### src/rtl/adc_scan_ctrl.sv
// adc_scan_ctrl: masked multi-channel scan sequencer for an ALE/START/OE/EOC ADC.
// Holds one result per channel in a bank readable by channel address.
module adc_scan_ctrl #(
    parameter int CONV_TIMEOUT = 64,
    parameter int EOC_BLANK    = 2,
    parameter int OE_CYCLES    = 2
) (
    input  logic       clk,
    input  logic       rst,
    input  logic       enable,
    input  logic       single,
    input  logic [7:0] ch_mask,
    output logic       adc_ale,
    output logic       adc_start,
    output logic       adc_oe,
    output logic [2:0] adc_addr,
    input  logic [7:0] adc_data,
    input  logic       adc_eoc,
    input  logic [2:0] rd_addr,
    output logic [7:0] rd_data,
    output logic [7:0] valid,
    output logic [7:0] tmo_flag,
    output logic       busy,
    output logic       scan_done
);

    typedef enum logic [2:0] {
        S_IDLE,
        S_ALE,
        S_START,
        S_WAIT,
        S_READ,
        S_NEXT
    } state_t;

    state_t     state;
    logic [7:0] scan_mask;
    logic [2:0] ptr;
    logic [7:0] wait_cnt;
    logic [1:0] oe_cnt;
    logic       tmo;
    logic [7:0] bank [0:7];

    logic [7:0] above;
    logic [2:0] lo_mask;
    logic [2:0] lo_above;

    function automatic logic [2:0] lowest(input logic [7:0] m);
        logic [2:0] r;
        r = '0;
        for (int i = 7; i >= 0; i--) begin
            if (m[i]) r = 3'(i);
        end
        return r;
    endfunction

    // Channels still to visit in this scan, and first channel of a fresh scan.
    always_comb begin
        above    = scan_mask & ~((8'd2 << ptr) - 8'd1);
        lo_mask  = lowest(ch_mask);
        lo_above = lowest(above);
    end

    // Scan sequencer, registered strobes and result bank.
    always_ff @(posedge clk) begin
        if (rst) begin
            state     <= S_IDLE;
            scan_mask <= '0;
            ptr       <= '0;
            wait_cnt  <= '0;
            oe_cnt    <= '0;
            tmo       <= 1'b0;
            adc_ale   <= 1'b0;
            adc_start <= 1'b0;
            adc_oe    <= 1'b0;
            adc_addr  <= '0;
            rd_data   <= '0;
            valid     <= '0;
            tmo_flag  <= '0;
            busy      <= 1'b0;
            scan_done <= 1'b0;
            for (int i = 0; i < 8; i++) bank[i] <= '0;
        end else begin
            adc_ale   <= 1'b0;
            adc_start <= 1'b0;
            scan_done <= 1'b0;
            // Read sees the pre-write value on a same-cycle store.
            rd_data   <= bank[rd_addr];
            unique case (state)
                S_IDLE: begin
                    if ((enable || single) && ch_mask != 8'h00) begin
                        scan_mask <= ch_mask;
                        ptr       <= lo_mask;
                        adc_addr  <= lo_mask;
                        adc_ale   <= 1'b1;
                        busy      <= 1'b1;
                        state     <= S_ALE;
                    end
                end
                S_ALE: begin
                    adc_start <= 1'b1;
                    state     <= S_START;
                end
                S_START: begin
                    wait_cnt <= '0;
                    state    <= S_WAIT;
                end
                S_WAIT: begin
                    if (wait_cnt >= 8'(EOC_BLANK) && adc_eoc) begin
                        tmo    <= 1'b0;
                        oe_cnt <= '0;
                        adc_oe <= 1'b1;
                        state  <= S_READ;
                    end else if (wait_cnt == 8'(CONV_TIMEOUT - 1)) begin
                        tmo    <= 1'b1;
                        oe_cnt <= '0;
                        adc_oe <= 1'b1;
                        state  <= S_READ;
                    end else begin
                        wait_cnt <= wait_cnt + 8'd1;
                    end
                end
                S_READ: begin
                    if (oe_cnt == 2'(OE_CYCLES - 1)) begin
                        bank[ptr]     <= adc_data;
                        valid[ptr]    <= 1'b1;
                        tmo_flag[ptr] <= tmo;
                        adc_oe        <= 1'b0;
                        scan_done     <= (above == 8'h00);
                        state         <= S_NEXT;
                    end else begin
                        oe_cnt <= oe_cnt + 2'd1;
                    end
                end
                S_NEXT: begin
                    if (above != 8'h00) begin
                        ptr      <= lo_above;
                        adc_addr <= lo_above;
                        adc_ale  <= 1'b1;
                        state    <= S_ALE;
                    end else if (enable && ch_mask != 8'h00) begin
                        scan_mask <= ch_mask;
                        ptr       <= lo_mask;
                        adc_addr  <= lo_mask;
                        adc_ale   <= 1'b1;
                        state     <= S_ALE;
                    end else begin
                        busy  <= 1'b0;
                        state <= S_IDLE;
                    end
                end
                default: begin
                    busy  <= 1'b0;
                    state <= S_IDLE;
                end
            endcase
        end
    end

endmodule

### config.mk
export PLATFORM = sky130hd
export DESIGN_NAME = adc_scan_ctrl
export DESIGN_NICKNAME = d
export VERILOG_FILES = /design/src/rtl/adc_scan_ctrl.sv
export SDC_FILE = /design/constraint.sdc
export NUM_CORES = 1
export LEC_CHECK = 0
export ABC_AREA = 1
export CORE_MARGIN = 8
export CORE_UTILIZATION = 25
export DETAILED_ROUTE_END_ITERATION = 12
export MAX_ROUTING_LAYER = met4
export PLACE_DENSITY = 0.39
export SYNTH_ARGS = -nofsm -noshare
export SYNTH_HDL_FRONTEND = slang
export SYNTH_SLANG_ARGS = --single-unit
### constraint.sdc
create_clock -name clk -period 2.3 [get_ports clk]
set_input_delay 0.23 -clock clk [delete_from_list [all_inputs] [get_ports clk]]
set_output_delay 0.23 -clock clk [all_outputs]
set_load 0.05 [all_outputs]
==> impl_metrics.env <==
export IMPL_via_per_inst=4.42
export IMPL_relSlewSlack_pct=61.7
export IMPL_die_h_um=162
export IMPL_area_growth_pct=28.4
export IMPL_outcome="finished clean"
export IMPL_synth_top_cell_area_share_pct=36.2
export IMPL_hpwl_mm=10.7
export IMPL_grt_pass1_wl_mm=23.6
export IMPL_p_leak_nw=2.74
export IMPL_cts_hold_buf=0
export IMPL_die_area_mm2=0.0262
export IMPL_worst_setup_path_end_kind="flip-flop"
export IMPL_gr_total_overflow=0
export IMPL_finalCriticalPeriod_ns=2.05
export IMPL_htree_levels=4
export IMPL_cp_data_required_time_ns=2.60
export IMPL_grt_max_degree=33
export IMPL_holdCritPathClass="flip-flop to flip-flop"
export IMPL_maxCapViolCount=0
export IMPL_cts_buffers=17
export IMPL_tightest_slew_ns=0.573
export IMPL_cts_resized=0
export IMPL_vias=4319
export IMPL_firstDrtPassIters=5
export IMPL_grt_pass1_vias=4364
export IMPL_cts_tree="done"
export IMPL_clock_skew_ns=0.00994
export IMPL_drt_wirelength_per_cell_um=15.3
export IMPL_wl_mm=15.0
export IMPL_io_buffers=55
export IMPL_ant_nets=0
export IMPL_setup_tns_ns=0
export IMPL_root_buffer="clkbuf_16"
export IMPL_setup_viol=0
export IMPL_slowest_stage="dfxtp_4"
export IMPL_max_freq_mhz=489
export IMPL_synth_area_mm2=0.00531
export IMPL_initial_core_util_pct=25.4
export IMPL_post_cts_buffers=0
export IMPL_synthCells=620
export IMPL_clk_pin_slew_ns=0.05
export IMPL_track_usage_pct=12.1
export IMPL_fp_coreArea_mm2=0.0210
export IMPL_final_layout_size_suffix_gt1_share_pct=10.7
export IMPL_syn_area_per_cell_um2=8.57
export IMPL_finalMaxSlewViolations=0
export IMPL_insertion_delay_ns=0.41
export IMPL_fin_cells=977
export IMPL_rsz0062_at_grt="no"
export IMPL_die_w_um=162
export IMPL_clkSinkCount=117
export IMPL_p_per_area_mw_per_mm2=982
export IMPL_yosysSeqAreaShare_pct=56.1
export IMPL_fin_crit_sh_pct=89.0
export IMPL_critical_path_max_stage_delay_ns=0.39
export IMPL_ys_seq_elements=117
export IMPL_netlist_top_cells_area="edfxtp_1, dfxtp_1, nor2_1"
export IMPL_cp_max_fo=13
export IMPL_n_antenna_cell=0
export IMPL_synth_fp_nets=648
export IMPL_clockBufferDepth=2
export IMPL_antenna_found_initial=0
export IMPL_gp_congestion=0.777
export IMPL_post_route_drc_count=0
export IMPL_synth_area_leader_cell="edfxtp_1"
export IMPL_rows=53
export IMPL_crit_chain="nor2_2 > nand2_1 > ha_1 > inv_1 > nand3_1 > nand3_2 > nand2_1 > nor2_2 > nand2_2 > nand2_4 > nand3_4 > nor2_1 > nor2_1"
export IMPL_crit_type="flip-flop to flip-flop"
export IMPL_drtIter0Drc=203
export IMPL_ys_warn_count=0
export IMPL_cp_start_kind="flip-flop"
export IMPL_ioPinCount=56
export IMPL_hold_viol=0
export IMPL_layout_nets=717
export IMPL_yosysUniqueCellTypes=37
export IMPL_ir_drop_v=0.000500
export IMPL_cp_arrival_ns=2.35
export IMPL_place_inst=945
[final timing paths]
| path | startpoint | end | slack [ns] | cells after the start |
|---|---|---|---|---|
| worst min register to register | valid[0] | valid[0] | 0.45 | 2 |
| worst max register to register | ptr[0] | scan_mask[7] | 0.25 | 13 |
| worst min-delay path | valid[0] | valid[0] | 0.45 | 2 |
| worst max-delay path | ptr[0] | scan_mask[7] | 0.25 | 13 |
[power by group]
group | switching, mW | leakage, nW | internal (mW) | total, mW
registers | 0.129 | 1.09 | 2.37 | 2.50
clock network | 0.927 | 0.263 | 1.65 | 2.58
logic | 1.06 | 1.38 | 0.553 | 1.62
[cell type report]
class,instances,area (µm²)
flip-flops and latches,117,2990
fillers,2225,14100
repair buffers,72,691
well taps,275,344
clock inverters,5,78.8
clock buffers,27,483
inverters,59,221
multi-input cells,422,2010
[flip-flops by register name (all words and copies together) (netlist names), 2 cells and up]
| signal | count |
|---|---|
| bank | 64 |
| ptr | 3 |
| tmo_flag | 8 |
| rd_data | 8 |
| wait_cnt | 8 |
| oe_cnt | 2 |
| valid | 8 |
| state | 3 |
| scan_mask | 7 |
[cell usage after synthesis]
cell / instances
o211a_1: 1
a21boi_4: 1
nand3_4: 1
dfxtp_1: 53
inv_1: 52
buf_2: 3
ha_1: 4
nand3_1: 31
nor2_1: 149
a311oi_1: 1
nor2_2: 6
buf_1: 1
o21ai_0: 57
nand2_2: 5
nand4_1: 10
buf_8: 1
o22ai_1: 9
clkbuf_1: 17
nor3_2: 1
nand2_1: 89
o21ai_2: 1
a21oi_2: 1
nand4_4: 1
nor3_1: 3
a211oi_1: 1
or2_2: 1
edfxtp_1: 64
or2_1: 1
nand2_4: 1
o21ai_1: 5
nand3_2: 3
nor2_4: 2
a21oi_1: 26
inv_2: 7
a31oi_1: 9
xor2_1: 1
nor3_4: 1
[cell usage in the layout, fill, tap and decap left out, drive strengths merged, types with 4 or more instances in the layout]
cell	instances
nor2	157
nand2	95
edfxtp	64
o21ai	63
inv	59
clkdlybuf4s50	55
dfxtp	53
nand3	35
a21oi	27
clkbuf	27
buf	17
nand4	11
o22ai	9
a31oi	9
nor3	5
ha	4
[metal layers]
layer  global-route usage [%]  up-vias  routed length [µm]
li1                         -     2216                   -
met1                     14.3     2003                6940
met2                     19.5       86                7210
met3                     3.14       14                 596
met4                     4.50        0                 240
met5                        -        -                   0
[logic make-up (layout without fill, tap and decap cells)]
| logic type | count (synthesis) | after routing | share of synthesized area (%) |
|---|---|---|---|
| simple gates | 305 | 305 | 25.2 |
| xor+xnor | 1 | 1 | 0.165 |
| buf+inv | 81 | 163 | 6.01 |
| compound gates | 112 | 112 | 11.6 |
| fa+ha+maj | 4 | 4 | 0.942 |
| flops | 117 | 117 | 56.1 |
[through the flow]
stage	power (mW)	cell area [µm²]	hold WS [ns]	utilization, %	setup slack (ns)
final	6.69	6820	0.449	32.5	0.253
after global routing	7.03	6820	0.463	32.5	0.00160
after CTS	6.76	6810	0.454	32.5	0.160
after detailed placement	4.15	6250	0.444	29.8	0.183
after global placement	4.15	6250	0.444	29.8	0.238
after floorplan	3.68	5310	0.365	-	0.00312
[worst max-delay path: cells and delay by family, from the launching register on]
family / cells / cell delay [ns]
adder cells (fa/ha/maj): 1 / 0.24
flip-flops: 1 / 0.39
AND/OR/NAND/NOR: 11 / 1.16
buffers and inverters: 1 / 0.13
Note: power is estimated with default switching activity, not from simulation.
